### config.mk
export PLATFORM = sky130hd
export DESIGN_NAME = issue_ctrl
export DESIGN_NICKNAME = d
export VERILOG_FILES = /design/src/rtl/riscv_pkg.sv /design/src/rtl/issue_ctrl_inst_queue.sv /design/src/rtl/issue_ctrl.sv
export SDC_FILE = /design/constraint.sdc
export NUM_CORES = 1
export LEC_CHECK = 0
export ABC_AREA = 1
export CELL_PAD_IN_SITES_DETAIL_PLACEMENT = 1
export CELL_PAD_IN_SITES_GLOBAL_PLACEMENT = 1
export CORE_UTILIZATION = 44
export CTS_CLUSTER_SIZE = 10
export DETAILED_ROUTE_END_ITERATION = 16
export PLACE_DENSITY = 0.8
export SYNTH_ARGS = -nofsm -noshare
export SYNTH_HDL_FRONTEND = slang
export SYNTH_SLANG_ARGS = --single-unit
### constraint.sdc
create_clock -name clk_in -period 5.1 [get_ports clk_in]
set_input_delay 1.02 -clock clk_in [delete_from_list [all_inputs] [get_ports clk_in]]
set_output_delay 1.02 -clock clk_in [all_outputs]
set_load 0.05 [all_outputs]
### src/rtl/riscv_pkg.sv
// Shared decode constants, issue FSM state type and queue payload type.
package riscv_pkg;

  localparam int unsigned XLEN   = 32;
  localparam int unsigned INST_W = 32;
  localparam int unsigned OPC_W  = 7;

  localparam logic [OPC_W-1:0] OPC_LOAD  = 7'b0000011;
  localparam logic [OPC_W-1:0] OPC_STORE = 7'b0100011;
  localparam logic [OPC_W-1:0] OPC_JALR  = 7'b1100111;

  typedef enum logic {
    RUN       = 1'b0,
    WAIT_JALR = 1'b1
  } issue_state_t;

  // One buffered fetch: PC and instruction word.
  typedef struct packed {
    logic [XLEN-1:0]   pc;
    logic [INST_W-1:0] inst;
  } iq_entry_t;

  // Major opcode field of an instruction word.
  function automatic logic [OPC_W-1:0] get_opcode(input logic [INST_W-1:0] inst);
    return inst[OPC_W-1:0];
  endfunction

endpackage

### src/rtl/issue_ctrl_inst_queue.sv
// In-order instruction queue: circular buffer of {pc,inst} with occupancy count.
module inst_queue
  import riscv_pkg::*;
#(
  parameter int unsigned DEPTH_LOG = 2
) (
  input  logic                 clk_in,
  input  logic                 rst_in,
  input  logic                 i_en,
  input  logic                 i_clear,
  input  logic                 i_push,
  input  logic                 i_pop,
  input  iq_entry_t            i_data,
  output iq_entry_t            o_head,
  output logic [DEPTH_LOG:0]   o_count,
  output logic                 o_full,
  output logic                 o_empty
);

  localparam int unsigned DEPTH = 1 << DEPTH_LOG;
  localparam int unsigned CNT_W = DEPTH_LOG + 1;

  iq_entry_t              r_mem [DEPTH];
  logic [DEPTH_LOG-1:0]   r_rd_ptr;
  logic [DEPTH_LOG-1:0]   r_wr_ptr;
  logic [CNT_W-1:0]       r_count;

  logic                   w_do_push;
  logic                   w_do_pop;

  // Qualified push/pop: never write a full queue or read an empty one.
  always_comb begin
    w_do_push = i_push && !o_full;
    w_do_pop  = i_pop && !o_empty;
  end

  // Status and head view.
  always_comb begin
    o_full  = (r_count == CNT_W'(DEPTH));
    o_empty = (r_count == CNT_W'(0));
    o_count = r_count;
    o_head  = r_mem[r_rd_ptr];
  end

  // Pointers and count; pointer width makes them wrap modulo DEPTH.
  always_ff @(posedge clk_in) begin
    if (!rst_in) begin
      r_rd_ptr <= '0;
      r_wr_ptr <= '0;
      r_count  <= '0;
    end else if (i_en) begin
      if (i_clear) begin
        r_rd_ptr <= '0;
        r_wr_ptr <= '0;
        r_count  <= '0;
      end else begin
        if (w_do_push) r_wr_ptr <= r_wr_ptr + DEPTH_LOG'(1);
        if (w_do_pop)  r_rd_ptr <= r_rd_ptr + DEPTH_LOG'(1);
        case ({w_do_push, w_do_pop})
          2'b10:   r_count <= r_count + CNT_W'(1);
          2'b01:   r_count <= r_count - CNT_W'(1);
          default: r_count <= r_count;
        endcase
      end
    end
  end

  // Storage write; contents need no reset since count gates validity.
  always_ff @(posedge clk_in) begin
    if (i_en && !i_clear && w_do_push) begin
      r_mem[r_wr_ptr] <= i_data;
    end
  end

endmodule

### src/rtl/issue_ctrl.sv
// Issue sequencer: buffers fetches, issues the head to RS/LSB and RoB, serialises after JALR.
module issue_ctrl
  import riscv_pkg::*;
#(
  parameter int unsigned IQ_DEPTH_LOG = 2,
  parameter int unsigned TAG_W        = 4
) (
  input  logic              clk_in,
  input  logic              rst_in,
  input  logic              rdy_in,
  input  logic              fetch_valid,
  input  logic [31:0]       fetch_inst,
  input  logic [31:0]       fetch_pc,
  output logic              fetch_ready,
  output logic              dec_valid,
  output logic [31:0]       dec_inst,
  output logic [31:0]       dec_pc,
  input  logic              dec_need_LSB,
  input  logic              RS_full,
  input  logic              LSB_full,
  input  logic              RoB_full,
  input  logic              RoB_stall,
  output logic              issue_rob,
  output logic              issue_rs,
  output logic              issue_lsb,
  output logic [TAG_W-1:0]  issue_tag,
  input  logic              jalr_done_in,
  input  logic              flush_in,
  input  logic [TAG_W-1:0]  flush_tag_in
);

  localparam int unsigned IQ_DEPTH = 1 << IQ_DEPTH_LOG;
  localparam int unsigned CNT_W    = IQ_DEPTH_LOG + 1;

  issue_state_t        r_state;
  issue_state_t        w_state_nxt;
  logic [TAG_W-1:0]    r_tag;

  iq_entry_t           w_head;
  iq_entry_t           w_fetch_entry;
  logic [CNT_W-1:0]    w_count;
  logic                w_full;
  logic                w_empty;
  logic                w_stall;
  logic                w_push;
  logic                w_jalr_clear;
  logic                w_clear;
  logic                w_head_is_jalr;

  // Queue handshake, head presentation and issue decision.
  always_comb begin
    w_fetch_entry.pc   = fetch_pc;
    w_fetch_entry.inst = fetch_inst;

    fetch_ready = (w_count < CNT_W'(IQ_DEPTH));
    dec_valid   = !w_empty && (r_state == RUN);
    dec_inst    = w_head.inst;
    dec_pc      = w_head.pc;

    w_stall   = RoB_full || RoB_stall || (dec_need_LSB ? LSB_full : RS_full);
    issue_rob = rdy_in && !flush_in && dec_valid && !w_stall;
    issue_rs  = issue_rob && !dec_need_LSB;
    issue_lsb = issue_rob && dec_need_LSB;
    issue_tag = r_tag;

    w_head_is_jalr = (get_opcode(w_head.inst) == OPC_JALR);
    w_jalr_clear   = (r_state == WAIT_JALR) && jalr_done_in;
    w_clear        = flush_in || w_jalr_clear;
    w_push         = fetch_valid && !w_full && !flush_in && rdy_in;
  end

  inst_queue #(
    .DEPTH_LOG (IQ_DEPTH_LOG)
  ) u_iq (
    .clk_in  (clk_in),
    .rst_in  (rst_in),
    .i_en    (rdy_in),
    .i_clear (w_clear),
    .i_push  (w_push),
    .i_pop   (issue_rob),
    .i_data  (w_fetch_entry),
    .o_head  (w_head),
    .o_count (w_count),
    .o_full  (w_full),
    .o_empty (w_empty)
  );

  // Issue FSM state register.
  always_ff @(posedge clk_in) begin
    if (!rst_in) begin
      r_state <= RUN;
    end else if (rdy_in) begin
      r_state <= w_state_nxt;
    end
  end

  // Next state: flush wins, issued JALR blocks issue until its target resolves.
  always_comb begin
    w_state_nxt = r_state;
    if (flush_in) begin
      w_state_nxt = RUN;
    end else begin
      case (r_state)
        RUN:       if (issue_rob && w_head_is_jalr) w_state_nxt = WAIT_JALR;
        WAIT_JALR: if (jalr_done_in)                w_state_nxt = RUN;
        default:                                    w_state_nxt = RUN;
      endcase
    end
  end

  // RoB tag counter: reload on flush, advance on each issue.
  always_ff @(posedge clk_in) begin
    if (!rst_in) begin
      r_tag <= '0;
    end else if (rdy_in) begin
      if (flush_in) begin
        r_tag <= flush_tag_in;
      end else if (issue_rob) begin
        r_tag <= r_tag + TAG_W'(1);
      end
    end
  end

endmodule
==> results.json <==
{
  "setup_viol": 0,
  "fp.coreArea_sq_um": 22920,
  "criticalPathCategory": "flip-flop to output port",
  "ys_async_sr_fraction_pct": 0,
  "pin_count": 152,
  "relSlewSlack_pct": 22.36,
  "tightest_slew_ns": 1.165,
  "via_per_inst": 5.220,
  "fin_crit_sh_pct": 87.66,
  "vias": 6655,
  "cp-start-kind": "flip-flop",
  "port_buffers": 151,
  "grt_util_met3_pct": 3.417,
  "chipWidth_um": 155.7,
  "grtUsageTotal_pct": 19.97,
  "die_height_um": 155.7,
  "syn_inst": 783,
  "yosysSeqAreaShare_pct": 76.63,
  "netlist_area_sq_um": 10400,
  "syn_avg_cell_area_sq_um": 13.28,
  "wl_mm": 24.06,
  "rsz0062_at_grt": "false",
  "grt_max_degree": 120,
  "path_delay_family": "buffers and inverters",
  "first_global_vias": 7135,
  "dr.pass1.iters": 4,
  "place_congestion": 0.7517,
  "r2r_end": "r_state$_SDFFE_PN0P_",
  "place_area_sq_um": 12270,
  "rows": 55,
  "top_usage_layer": "met2",
  "fin_nets": 1024,
  "slowest_delay_ns": 0.92,
  "p_leak_nw": 4.486,
  "cts-htree-levels": 1,
  "cp_slowest_cell": "inv_4",
  "synth_nets": 869,
  "slew_violations": 0,
  "cts_tree": "yes",
  "overflow": 0,
  "syn_to_final_growth_pct": 26.49,
  "postCtsSetupBuffers": 0,
  "dieArea_sq_um": 24250,
  "final_cells": 1275,
  "wl_per_cell_um": 18.87,
  "crit_chain": "inv_4 > o21ai_0 > o22ai_1 > clkdlybuf4s50_1",
  "grtUsageMet1_pct": 24.04,
  "grt_pass1_wl_mm": 37.25,
  "antenna_found_initial": 0,
  "cp_max_fo": 119,
  "start_util_pct": 45.37,
  "worst_setup_path_end_kind": "output port",
  "synth-warning-count": 0,
  "dp.final_hpwl_mm": 14.18,
  "diodes": 0,
  "drive_gt1_share_pct": 6.757,
  "status": "finished, final reports clean",
  "clockBufferDepth": 3,
  "finalInstanceArea_sq_um": 13150,
  "min-delay-start": "issue_tag[2]$_SDFFE_PN0P_",
  "finalHoldViolCount": 0,
  "ys_types": 30,
  "required_ns": 4.08,
  "drt.antenna.violating_nets": 0,
  "drv_cap": 0,
  "grtUsageMet2_pct": 37.20,
  "peakVddDrop_mv": 0.3039,
  "crit_buf_inv": 2,
  "cts_sinks": 270,
  "synth_ff_type": "edfxtp_1",
  "finClkSkew_ns": 0.01161,
  "r2r_slack_ns": 2.66,
  "power-per-cell-area_nw_per_um2": 362.0,
  "final_cell_mix": "edfxtp_1, clkdlybuf4s50_1, nor2_1, o21ai_0, nand2_1",
  "setup_tns_ns": 0,
  "clk_latency_ns": 0.53,
  "period_minus_slack_ns": 4.471,
  "synth-edff-count": 256,
  "drc": 0,
  "rr_worst_depth": 9,
  "cts_inserted_buffers": 31,
  "drt_iter0_drc": 346,
  "ys_seq_elements": 270,
  "final_common_cell": "edfxtp_1",
  "arrival_ns": 3.45,
  "hold_buffers": 0,
  "root_buffer": "clkbuf_16",
  "max_freq_ghz": 0.2237,
  "hold_path_class": "flip-flop to flip-flop",
  "cts.clk_slew.worst_paths_ns": 0.05,
  "post_cts_resized": 0,
  "crit_end": "dec_inst[9]",
  "crit_cells": 4,
  "dp_cells": 1218
}
-- where the power goes --
part | internal (mW) | switching [mW] | leakage (nW)
Sequential | 2.45 | 0.0142 | 2.43
Combinational | 0.134 | 0.230 | 1.64
Clock | 1.14 | 0.789 | 0.420
-- metrics by stage --
| stage | util, % | hold slack (ns) | total power [mW] | worst slack (ns) |
|---|---|---|---|---|
| 3_3_place_gp | 53.54 | 0.4871 | 2.866 | 1.074 |
| 5_1_grt | 57.39 | 0.5472 | 4.903 | 0.4428 |
| 4_1_cts | 57.39 | 0.5136 | 4.813 | 0.5507 |
| 3_5_place_dp | 53.54 | 0.5015 | 2.877 | 1.026 |
| 6_report | 57.39 | 0.5099 | 4.761 | 0.6294 |
| 2_1_floorplan | - | 0.4615 | 2.705 | 0.3192 |
-- sequential cells by signal, summed over array words and instances, names as in the netlist, named ones only --
signal,cells
u_iq.o_count,3
u_iq.r_rd_ptr,2
u_iq.r_mem,256
u_iq.r_wr_ptr,2
r_state,1
issue_tag,4
-- layer usage --
layer  share of wire (%)  wire [um]
met5                   0          0
met1                  42      10000
met3                 4.9       1183
met4                 1.3        308
met2                  52      12570
-- cell usage after synthesis (2+ instances only) --
library cell | count | area [sq um]
a21oi_1 | 6 | 30.03
a21oi_2 | 2 | 17.52
buf_2 | 8 | 40.04
buf_4 | 4 | 30.03
buf_6 | 2 | 22.52
clkbuf_1 | 26 | 97.59
dfxtp_1 | 14 | 280.3
edfxtp_1 | 256 | 7687
ha_1 | 6 | 75.07
inv_1 | 36 | 135.1
inv_2 | 2 | 7.510
nand2_1 | 68 | 255.2
nand2_2 | 4 | 25.02
nand3_1 | 17 | 85.08
nor2_1 | 137 | 514.2
o21ai_0 | 122 | 610.6
o22ai_1 | 57 | 356.6
or2_2 | 2 | 12.51
xor2_1 | 3 | 26.28
-- how the worst min path moves through the flow --
stage / slack [ns] / depth (start not counted) / to
after floorplan: 0.46 / 1 / u_iq.o_count[0]$_SDFFE_PN0P_
after global placement: 0.49 / 2 / flip-flop
after detailed placement: 0.50 / 2 / flip-flop
after CTS: 0.51 / 2 / issue_tag[2]$_SDFFE_PN0P_
after global routing: 0.55 / 2 / flip-flop
final: 0.51 / 2 / issue_tag[2]$_SDFFE_PN0P_
-- worst register-to-register path: cells and delay by family (launching register included) --
kind	cells	cell delay (ns)
and+or+nand+nor	6	0.52
AOI/OAI and AO/OA	1	0.12
DFF	1	0.76
buffers and inverters	2	0.98
-- cells by family after synthesis --
kind of cell	synth area share (%)
flip-flops	76.63
AND/OR/NAND/NOR	8.953
AO/OA/AOI/OAI	9.820
buffers and inverters	3.345
adder cells (fa/ha/maj)	0.9145
XOR/XNOR	0.3370
-- cell type report --
type	count	area [sq um]
Tap cell	313	391.6
Multi-Input combinational cell	432	2112
Fill cell	2252	9764
Sequential cell	270	7973
Inverter	40	152.6
Clock inverter	2	7.507
Timing Repair Buffer	163	1639
Clock buffer	55	875.8
Note: power is estimated with default switching activity, not from simulation.
